`config.mk`:
```
export PLATFORM = sky130hd
export DESIGN_NAME = pwm_peripheral
export DESIGN_NICKNAME = d
export VERILOG_FILES = /design/src/rtl/pwm_peripheral.sv
export SDC_FILE = /design/constraint.sdc
export NUM_CORES = 1
export LEC_CHECK = 0
export ABC_AREA = 1
export BUFFER_PORTS_ARGS = -buffer_cell sky130_fd_sc_hd__clkbuf_2
export CORE_UTILIZATION = 47
export DETAILED_ROUTE_END_ITERATION = 10
export PLACE_DENSITY = 0.79
export SLEW_MARGIN = 20
export SYNTH_ARGS = -nofsm -noshare
export SYNTH_HDL_FRONTEND = slang
export SYNTH_SLANG_ARGS = --single-unit
```
`constraint.sdc`:
```
create_clock -name clk -period 1.87 [get_ports clk]
set_input_delay 0.2805 -clock clk [delete_from_list [all_inputs] [get_ports clk]]
set_output_delay 0.2805 -clock clk [all_outputs]
set_load 0.05 [all_outputs]
```
`src/rtl/pwm_peripheral.sv`:
```
// pwm_peripheral: sixteen output channels driven low, static high, or by one shared 256-step PWM.
// Optional macro PWM_SHADOW_EN latches the duty cycle only at period boundaries (glitch-free updates).
module pwm_peripheral #(
    parameter int PRESCALE_DIV = 13
) (
    input  logic        clk,
    input  logic        rst,
    input  logic [7:0]  en_reg_out_7_0,
    input  logic [7:0]  en_reg_out_15_8,
    input  logic [7:0]  en_reg_pwm_7_0,
    input  logic [7:0]  en_reg_pwm_15_8,
    input  logic [7:0]  pwm_duty_cycle,
    output logic [15:0] out,
    output logic        period_start
);

    localparam int PRE_W = (PRESCALE_DIV > 1) ? $clog2(PRESCALE_DIV) : 1;
    localparam logic [PRE_W-1:0] PRE_MAX = PRE_W'(PRESCALE_DIV - 1);

    logic [PRE_W-1:0] pre_cnt_q, pre_cnt_d;
    logic [7:0]       pwm_cnt_q, pwm_cnt_d;
    logic             period_start_q, period_start_d;
    logic [15:0]      out_q, out_d;

    logic             tick;
    logic             boundary;
    logic             pwm_level;
    logic [7:0]       duty_eff;
    logic [15:0]      en_out;
    logic [15:0]      en_pwm;

    assign en_out   = {en_reg_out_15_8, en_reg_out_7_0};
    assign en_pwm   = {en_reg_pwm_15_8, en_reg_pwm_7_0};
    assign tick     = (pre_cnt_q == PRE_MAX);
    assign boundary = tick && (pwm_cnt_q == 8'hFF);

`ifdef PWM_SHADOW_EN
    logic [7:0] duty_q, duty_d;

    // Duty is only sampled on the period boundary so a write never cuts a pulse short.
    always_comb begin
        duty_d = duty_q;
        if (boundary) begin
            duty_d = pwm_duty_cycle;
        end
    end

    always_ff @(posedge clk or posedge rst) begin
        if (rst) begin
            duty_q <= 8'h00;
        end else begin
            duty_q <= duty_d;
        end
    end

    assign duty_eff = duty_q;
`else
    assign duty_eff = pwm_duty_cycle;
`endif

    // Full scale is special-cased so 0xFF means solid high rather than 255/256.
    assign pwm_level = (duty_eff == 8'hFF) || (pwm_cnt_q < duty_eff);

    always_comb begin
        pre_cnt_d      = tick ? '0 : pre_cnt_q + PRE_W'(1);
        pwm_cnt_d      = tick ? pwm_cnt_q + 8'd1 : pwm_cnt_q;
        period_start_d = boundary;
        out_d          = en_out & (~en_pwm | {16{pwm_level}});
    end

    always_ff @(posedge clk or posedge rst) begin
        if (rst) begin
            pre_cnt_q      <= '0;
            pwm_cnt_q      <= 8'h00;
            period_start_q <= 1'b0;
            out_q          <= 16'h0000;
        end else begin
            pre_cnt_q      <= pre_cnt_d;
            pwm_cnt_q      <= pwm_cnt_d;
            period_start_q <= period_start_d;
            out_q          <= out_d;
        end
    end

    assign out          = out_q;
    assign period_start = period_start_q;

endmodule

```
# Yosys cells after proc, flatten, opt, wreduce, memory -nomap -nowiden
# Index checks and enable logic that the tools add are counted.
# classes
addsub	2
n_lt_le_gt_ge	1
eq_ne	3
muxes	1
bitwise	3
n_reduce_logical	2
# op_table
op	n
$and A16 B16 Y16	1
$eq A8 B8 Y1 const B	2
$not A16 Y16	1
$or A16 B16 Y16	1
$add A8 B1 Y8 const B	1
$lt A8 B8 Y1	1
$add A4 B1 Y4 const B	1
$eq A4 B4 Y1 const B	1
$mux W4	1
$logic_and A1 B1 Y1	1
$logic_or A1 B1 Y1	1
# totals
regBits	29
in_bits	42
output_inout_bits	17
elab_cells	16

# Logic depth before layout (Yosys ltp)
# depth
word_depth	4
mapped_depth	12
mapped_depth_nobuf	11

# Worst setup path before layout
# No wires, ideal clock.
# synth_path
kind	register -> register
from	reg pwm_cnt_q[5]
to	reg out_q[10] (netlist: out[10])
setup_ps	62
arrival_ps	1424
required_ps	1808
path_slack_ps	383
stages_incl_launch_ff	10
n_path_buf	1
period_less_slack_ps	1487
cell_sequence	dfrtp_1 -> ha_1 -> a21oi_1 -> nor2_1 -> nor3_1 -> nand2_2 -> buf_4 -> nand3_1 -> nand2_1 -> inv_1
# synth_via
elab_chain_cells	4
# synth_rtl
element	line_no	rtl
from (decl)	21	logic [7:0] pwm_cnt_q, pwm_cnt_d;
from (signal assigned)	79	pwm_cnt_q <= pwm_cnt_d;
$lt A8 B8 Y1	62	assign pwm_level = (duty_eff == 8'hFF) || (pwm_cnt_q < duty_eff);
$logic_or A1 B1 Y1	62	
$or A16 B16 Y16	68	out_d = en_out & (~en_pwm | {16{pwm_level}});
$and A16 B16 Y16	68	
named net out_d[10]	23	logic [15:0] out_q, out_d;
to (signal assigned)	81	out_q <= out_d;
to (decl)	23	
# The timed path passes the listed nets, and every way through them passes these cells.
# A chain may end at the register's enable or synchronous reset.

# Final worst setup path
# layout_path
from	reg pwm_cnt_q[5]
to	reg out_q[2] (netlist: out[2])
# The elaborated chain is that of the path after synthesis.

==> run summary <==
status: finished with violations
failing checks: DRC
mux contribution to synthesized area: 0.781%
flops & latches, synth: 29
Mean Syn Cell Area: 9.42 sq um
Diodes inserted: 0
Routed Antenna Nets: 0
Worst Hold End: out[3]$_DFF_PP0_
min-delay src: en_reg_out_7_0[3]
# DRC: 4
Pleak: 0.00108 uW
first-pass GRT wire length: 4.95 mm
Final Hold Vio Count: 0
FP Rows: 19
CP startpoint: pwm_cnt_q[5]$_DFFE_PP0P_
routability congestion estimate: 0.753
die span in y: 57.4 um
largest net degree at the start of global routing: 30
largest fanout on the critical path: 16
relative slew slack: 61.5%
Worst-path clk slew: 0.09 ns
sequential cell area fraction in the yosys report: 50.3%
Worst Hold Path Cells: 3
fraction of the mapped netlist area in adder cells: 8.68%
post-detail-place hpwl: 2.13 mm
layout cells sized above 1: 35.6%
overall routed net length: 2.79 mm
post-synthesis cell count: 153
Final min period: 1.70 ns
Die Footprint: 3290 sq um
drt pass-1 iters: 7
setup ws final: 0.168 ns
commonest non-fill, non-tap cells in the layout: clkbuf_2 (58), inv_1 (35), nand2_1 (31), dfrtp_1 (29), nand3_1 (17)
Synth Area in Compound Gates: 1.13%
Setup crit end kind: flop
xor and xnor fraction of the mapped netlist area: 5.47%
DP Worst Slack: 0.209 ns
Syn. warnings: 0
max-slew violation count: 0
Post-Synth Simple-Gate Area: 22.9%
# port buffers: 58
reg-to-reg slack, setup: 0.17 ns
Die Width: 57.4 um
number of gates resized after cts: 0
via count: 1168
cell area after synthesis: 1440 sq um
Final #Nets: 270
peak supply drop: 0.483 mV
TritonCTS clock tree: done
I/O pins: 59
CP Data Required Time: 2.15 ns
reg-to-reg startpoint: pwm_cnt_q[5]$_DFFE_PP0P_
CP Data Arrival Time: 1.98 ns
Critical Path Start Type: flop
setup violators final: 0
cts bufs inserted: 5
Worst Setup Path Type: flop to flop
GRT overflow: 0
vias in the first global route: 1174
wire length per cell: 11.2 um
total power: 1260 uW
fillcell total: 246
PwrDens: 685 nW/um^2
Root Driver: clkbuf_4
main combinational cell family by area after synthesis: simple AND/OR/NAND/NOR gates
Yosys cell types: 22
Core Area: 2830 sq um
R2R cell count: 8
latest clock arrival within the worst-skew pair: 0.33 ns
Starting Density: 51.0%
Hold WC Path Type: primary input to flop
Layout area overhead: 27.6%
H-Tree Depth: 2
Slew @ Worst Pin: 0.575 ns
vias per inst: 4.67
clock buffer depth: 2
reg-to-reg critical path endpoint: out[2]$_DFF_PP0_
clk_skew: 0.00723 ns
Sink Count: 29
most common library cell in the layout ignoring fill and taps: clkbuf_2
Final period util: 91.0%
GRT Total Usage: 20.6%
initial antenna violation count: 0
RSZ-0062 raised after global routing: false
Net Count, Synth: 205
DR iter-0 viols: 28
MaxCap Viol Count: 0
Fin Setup TNS: 0 ns
Fmax achieved: 0.588 GHz
## cells in the mapped netlist (all sizes together)
master,instances,area (sq um)
inv,36,135
nand2,32,123
dfrtp,29,726
nand3,21,133
ha,10,125
xor2,8,70.1
nor2,5,33.8
nor3,3,20.0
a21oi,2,10.0
buf,2,18.8
a31oi,1,6.26
mux2,1,11.3
nor4,1,12.5
nor4b,1,8.76
xnor2,1,8.76
## per-layer routing
metal | track usage, % | vias up | wire length (um)
met5 | 0 | - | 0
met2 | 31.6 | 50 | 1300
met3 | 9.52 | 10 | 261
met1 | 23.9 | 512 | 1160
met4 | 11.5 | 0 | 76
li1 | - | 596 | -
## final cells by class
class | instances | area [sq um] | share of cell area [%]
repair buffers | 60 | 308 | 16.7
clock inverters | 1 | 5.00 | 0.272
well taps | 31 | 38.8 | 2.11
multi-input cells | 86 | 562 | 30.5
inverters | 36 | 135 | 7.35
clock buffers | 7 | 65.1 | 3.54
flip-flops and latches | 29 | 726 | 39.5
## cells by family (layout without fill, tap and decap cells)
logic type / count (synthesis) / in the layout
and+or+nand+nor: 63 / 63
buffers and inverters: 38 / 104
DFF: 29 / 29
adders and majority gates: 10 / 10
xor gates and xnor gates: 9 / 9
AOI/OAI and AO/OA: 3 / 3
muxes: 1 / 1
## registers in the layout (all words and copies together) (netlist names)
register	cells
pwm_cnt_q	8
period_start	1
pre_cnt_q	4
out	16
## stage by stage
stage               hold WS, ns  area (sq um)  utilization [%]  std cells
finish                    0.135          1840             65.0        250
global placement          0.349          1760             62.2        241
global route              0.114          1840             65.0        250
floorplan                 0.359          1440                -        153
detailed placement        0.348          1760             62.2        241
CTS                       0.125          1840             65.0        250
## repair_timing
item | in CTS | in global routing
hold endpoints to repair | 29 | 0
hold buffers | 1 | 0
setup endpoints to repair | 0 | 0
buffers inserted | 0 | 0
## worst max path at each step
stage                                    to  slack (ns)  depth (start not counted)
after global routing       out[2]$_DFF_PP0_        0.04                          8
after global placement     out[8]$_DFF_PP0_        0.27                         10
after CTS                  out[2]$_DFF_PP0_        0.15                          8
after detailed placement  out[13]$_DFF_PP0_        0.21                         10
after floorplan           out[10]$_DFF_PP0_        0.38                          9
final                      out[2]$_DFF_PP0_        0.17                          8
## report_power, final
part / internal [uW] / leakage (uW) / switching [uW]
Sequential: 644 / 0.000348 / 5.06
Combinational: 58.3 / 0.000696 / 120
Clock: 217 / 0.0000413 / 214
Total: 920 / 0.00108 / 339
## worst max-delay path: stages (launching register included)
cell and delay, ns:
dfrtp_1 0.41, ha_1 0.30, a21oi_1 0.16, nor2_1 0.06, nor3_1 0.17, nand2_2 0.25, nand3_1 0.16, nand2_1 0.08
inv_1 0.06
No activity file was read; power rests on OpenSTA's default activity.
